$ cat src/rtl/uart_tx_arbiter.sv
// Round-robin scheduler sharing one UART TX among NUM_REQ byte sources, one holding slot each.
// Optional WAIT_BUSY watchdog with sticky error flag: define ARB_TIMEOUT_EN.
module uart_tx_arbiter #(
    parameter int DATA_WIDTH = 8,
    parameter int NUM_REQ    = 4,
    parameter int TIMEOUT    = 15
) (
    input  logic                          clk,
    input  logic                          rst,
    input  logic [NUM_REQ-1:0]            req_valid,
    input  logic [NUM_REQ*DATA_WIDTH-1:0] req_data,
    output logic [NUM_REQ-1:0]            req_ack,
    output logic [NUM_REQ-1:0]            slot_full,
    output logic [DATA_WIDTH-1:0]         tx_p_data,
    output logic                          tx_data_valid,
    input  logic                          tx_busy,
    output logic [$clog2(NUM_REQ)-1:0]    cur_id,
    output logic                          arb_busy,
    output logic                          timeout_err
);
    localparam int ID_W = $clog2(NUM_REQ);

    typedef enum logic [1:0] {IDLE, ISSUE, WAIT_BUSY, WAIT_DONE} state_t;

    state_t                state;
    logic [DATA_WIDTH-1:0] slot_data [NUM_REQ];
    logic [ID_W-1:0]       rr_ptr;
    logic [ID_W-1:0]       pick;
    logic                  found;

`ifdef ARB_TIMEOUT_EN
    localparam int CW = (TIMEOUT > 1) ? $clog2(TIMEOUT) : 1;
    logic [CW-1:0] tmo_cnt;
`endif

    // First full slot at or after the round-robin pointer, wrapping.
    always_comb begin
        int idx;
        idx   = 0;
        found = 1'b0;
        pick  = '0;
        for (int k = 0; k < NUM_REQ; k++) begin
            idx = int'(rr_ptr) + k;
            if (idx >= NUM_REQ)
                idx = idx - NUM_REQ;
            if (!found && slot_full[idx]) begin
                found = 1'b1;
                pick  = ID_W'(idx);
            end
        end
    end

    // A slot being issued is still full on its clearing edge, so it cannot recapture there.
    always_ff @(posedge clk or posedge rst) begin
        if (rst) begin
            slot_full <= '0;
            req_ack   <= '0;
            for (int i = 0; i < NUM_REQ; i++)
                slot_data[i] <= '0;
        end else begin
            for (int i = 0; i < NUM_REQ; i++) begin
                req_ack[i] <= req_valid[i] && !slot_full[i];
                if (state == ISSUE && cur_id == ID_W'(i)) begin
                    slot_full[i] <= 1'b0;
                end else if (req_valid[i] && !slot_full[i]) begin
                    slot_full[i] <= 1'b1;
                    slot_data[i] <= req_data[i*DATA_WIDTH +: DATA_WIDTH];
                end
            end
        end
    end

    always_ff @(posedge clk or posedge rst) begin
        if (rst) begin
            state         <= IDLE;
            rr_ptr        <= '0;
            cur_id        <= '0;
            tx_p_data     <= '0;
            tx_data_valid <= 1'b0;
            arb_busy      <= 1'b0;
`ifdef ARB_TIMEOUT_EN
            tmo_cnt       <= '0;
            timeout_err   <= 1'b0;
`endif
        end else begin
            tx_data_valid <= 1'b0;
            case (state)
                IDLE: begin
                    if (found) begin
                        state         <= ISSUE;
                        cur_id        <= pick;
                        tx_p_data     <= slot_data[pick];
                        tx_data_valid <= 1'b1;
                        arb_busy      <= 1'b1;
                    end
                end
                ISSUE: begin
                    state  <= WAIT_BUSY;
                    rr_ptr <= (cur_id == ID_W'(NUM_REQ-1)) ? '0 : cur_id + 1'b1;
`ifdef ARB_TIMEOUT_EN
                    tmo_cnt <= CW'(TIMEOUT-1);
`endif
                end
                WAIT_BUSY: begin
                    if (tx_busy) begin
                        state <= WAIT_DONE;
`ifdef ARB_TIMEOUT_EN
                    end else if (tmo_cnt == '0) begin
                        state       <= IDLE;
                        arb_busy    <= 1'b0;
                        timeout_err <= 1'b1;
                    end else begin
                        tmo_cnt <= tmo_cnt - 1'b1;
`endif
                    end
                end
                WAIT_DONE: begin
                    if (!tx_busy) begin
                        state    <= IDLE;
                        arb_busy <= 1'b0;
                    end
                end
                default: begin
                    state    <= IDLE;
                    arb_busy <= 1'b0;
                end
            endcase
        end
    end

`ifndef ARB_TIMEOUT_EN
    // Without the watchdog TIMEOUT has no effect; the flag is constant 0.
    assign timeout_err = (TIMEOUT < 0);
`endif

endmodule

$ cat config.mk
export PLATFORM = sky130hd
export DESIGN_NAME = uart_tx_arbiter
export DESIGN_NICKNAME = d
export VERILOG_FILES = /design/src/rtl/uart_tx_arbiter.sv
export SDC_FILE = /design/constraint.sdc
export NUM_CORES = 1
export LEC_CHECK = 0
export CAP_MARGIN = 20
export CORE_MARGIN = 10
export CORE_UTILIZATION = 30
export DETAILED_ROUTE_END_ITERATION = 6
export PLACE_DENSITY = 0.6
export RECOVER_POWER = 50
export SLEW_MARGIN = 10
export SYNTH_ARGS = -nofsm -noshare
export SYNTH_HDL_FRONTEND = slang
export SYNTH_SLANG_ARGS = --single-unit
$ cat constraint.sdc
create_clock -name clk -period 3.5 [get_ports clk]
set_input_delay 0.875 -clock clk [delete_from_list [all_inputs] [get_ports clk]]
set_output_delay 0.875 -clock clk [all_outputs]
set_load 0.01 [all_outputs]
==> run metrics <==
filler-free cell count of the finished design 358; Worst R2R Start slot_full[1]; Reg-to-Reg End tx_p_data[3]; Pint 1.81 mW; final core occ 0.402; Synth area leaders dfrtp_1 55%, mux2_2 12%, mux2i_1 6.7%; Least-Margin Pin Slew 0.915 ns; clk buf depth 2; Reg power frac 0.403; HPWL after DPL 4410 um; Top delay family on crit path simple AND/OR/NAND/NOR gates; CTS Buf Count 5; Rows 33; port bufs 58; Final Cell Area 0.00332 mm2; post-cts sizing count 0; Bufs and invs on worst path 1; Die ar. 0.0126 mm2; Async SR Flop Fraction 1.00; Filler cells 811; vias per cell 4.56; WP depth 5; Layout Area Growth over Synthesis 30.1%; CP max FO 11; synthesized flop and latch total 56; Hold Crit Depth 2; GPL Wtd Cong 0.768; Die W 112 um; DP Area 0.00325 mm2; starting DRC count in detailed routing 20; Worst Min Path Start tx_p_data[4]; Slowest cell on crit path or2_1; layout cells sized above 1 0.190; global-route wire length before repair 9520 um; io pins 60; fin nets 299; post-synthesis cell area 0.00255 mm2; cts hold-fix bufs 0; antenna violations before repair 0; sw frac 0.369; DRT antenna net count 0; register area share after synthesis 0.550; Top FF cell, synth dfrtp_1; Synth Net Count 236; WP data arrival 2.74 ns; Max-slew headroom 0.389; WHS Endpoint tx_p_data[4]; Clk pwr share 0.133; GRT Total Usage 0.0932; combinational power share 0.464; post-synth top area share 0.550; Root Driver clkbuf_8; Hold Path Class reg2reg; RSZ-0062 raised after global routing false; Placed Instances 350; VDD IR-drop max 294 uV; DR pass1 iterations 4; CP peak stage delay 0.57 ns; pin count of the biggest net entering global routing 34; mean area per synthesized cell 13.5 um2; Leak 1.43 nW; Detailed Route WL 5980 um; Warnings, synthesis 0; Worst Clk Skew 0.0160 ns; CP Cell Sequence nor4_1, nand2b_1, clkbuf_1, or2_1, o221ai_2; Ant. Diodes 0; Post-route DRC 0; crit start category register; Post-CTS Setup Inserts 0; top cells by count, synth 56 x dfrtp_1, 27 x mux2_2, 20 x nand2_1; CTS tree built; setup violators final 0; Synth Instances 189; Clock Latency Late Sink 0.31 ns; Setup CP Type reg2reg; max_cap viols 0; H-tree levels 2; Final Slew Violations 0; most frequent cell after synthesis dfrtp_1; WP data required 3.67 ns; total gr overflow 0; Post-synth EDFFs 0; Switching Power 1.06 mW; status finished clean; Tmin final 2.57 ns; PwrDens 862 mW/mm2; Reg2Reg Setup Slack 0.93 ns; Fin Setup TNS 0 ns; # clock sinks 56; fin crit share 0.734; Achievable Freq 389 MHz; area of the core 0.00826 mm2; vias in the first global route 1,790; most area-hungry cell type in the Yosys netlist dfrtp_1; total power 2.86 mW; Vias 1,632; clk slew on worst S/H paths 0.11 ns; post-synth cell types 29; Fin. Hold Viols 0; FF-to-FF path depth 5; Starting Density 0.309; CP endpoint kind register; WL/cell 16.7 um; die height 112 um
[registers in the layout, summed over array words and instances, names as in the netlist]
register / flops
rr_ptr: 2
tx_p_data: 8
cur_id: 2
req_ack: 4
slot_data: 32
slot_full: 4
arb_busy: 1
tx_data_valid: 1
state: 2
[area by class of cell]
| class | count | area, um2 | share of cell area |
|---|---|---|---|
| clock inverters | 2 | 13.8 | 0.00415 |
| flip-flops and latches | 56 | 1400 | 0.422 |
| repair buffers | 60 | 589 | 0.178 |
| multi-input cells | 121 | 1070 | 0.322 |
| well taps | 105 | 131 | 0.0396 |
| clock buffers | 6 | 82.6 | 0.0249 |
| inverters | 8 | 30.0 | 0.00905 |
[layout by cell type (no fill, tap or decap)]
master	instances
mux2i_1	17
o22ai_1	2
a21oi_1	3
clkinv_2	1
o21a_1	5
o22ai_2	1
inv_6	1
o21ai_0	2
nand2_4	1
a211o_1	1
clkbuf_1	1
nor2_4	1
mux2_1	6
dlygate4sd3_1	5
nand2_1	20
inv_1	7
a22o_1	1
o221ai_2	8
o21ai_1	3
conb_1	1
a211oi_1	1
nor2b_1	5
clkbuf_8	6
clkdlybuf4s50_1	53
mux2_2	27
clkbuf_2	1
inv_2	1
nor2_1	2
ha_1	8
nand2b_1	3
a221oi_1	1
nor4_1	1
dfrtp_1	56
or2_1	1
[worst max-delay path by stage]
stage	from	slack [ns]	endpoint
2_1_floorplan	rst	1.25	arb_busy
3_3_place_gp	req_valid[1]	1.10	slot_data[16]
3_5_place_dp	req_valid[2]	1.10	slot_data[14]
4_1_cts	slot_full[3]	1.18	slot_full[3]
5_1_grt	rst	0.62	tx_p_data[2]
6_report	slot_full[1]	0.93	tx_p_data[3]
[layer usage]
metal | up-vias | global-route usage | share of wire
met2 | 39 | 0.148 | 0.47
met1 | 799 | 0.118 | 0.47
met4 | 0 | 0.0203 | 0.0045
met5 | - | 0 | 0
met3 | 2 | 0.0346 | 0.057
li1 | 792 | - | -
[worst min-delay path, stage by stage, from the launching register on]
cell	delay [ns]
dfrtp_1	0.36
nand2_1	0.06
o221ai_2	0.05
[metrics by stage]
stage / hold WS [ns] / setup WS (ns)
floorplan: 0.464 / 1.25
finish: 0.495 / 0.930
global route: 0.510 / 0.615
global placement: 0.472 / 1.10
detailed placement: 0.472 / 1.10
CTS: 0.498 / 1.18
[logic make-up after synthesis]
kind of cell | Yosys count | share of synthesized area
adder cells (fa/ha/maj) | 8 | 0.0393
buffers and inverters | 12 | 0.0285
other | 1 | 0.00147
multiplexers | 50 | 0.212
flip-flops | 56 | 0.550
AND/OR/NAND/NOR | 34 | 0.0682
AO/OA/AOI/OAI | 28 | 0.101
[power groups by stage]
stage,clock [mW],sequential (mW),combinational [mW]
final,0.381,1.15,1.33
after global routing,0.423,1.19,1.48
after CTS,0.395,1.16,1.38
after detailed placement,0,1.17,1.37
after global placement,0,1.16,1.35
after floorplan,0,1.16,0.959
(Power assumes the default switching activity.)
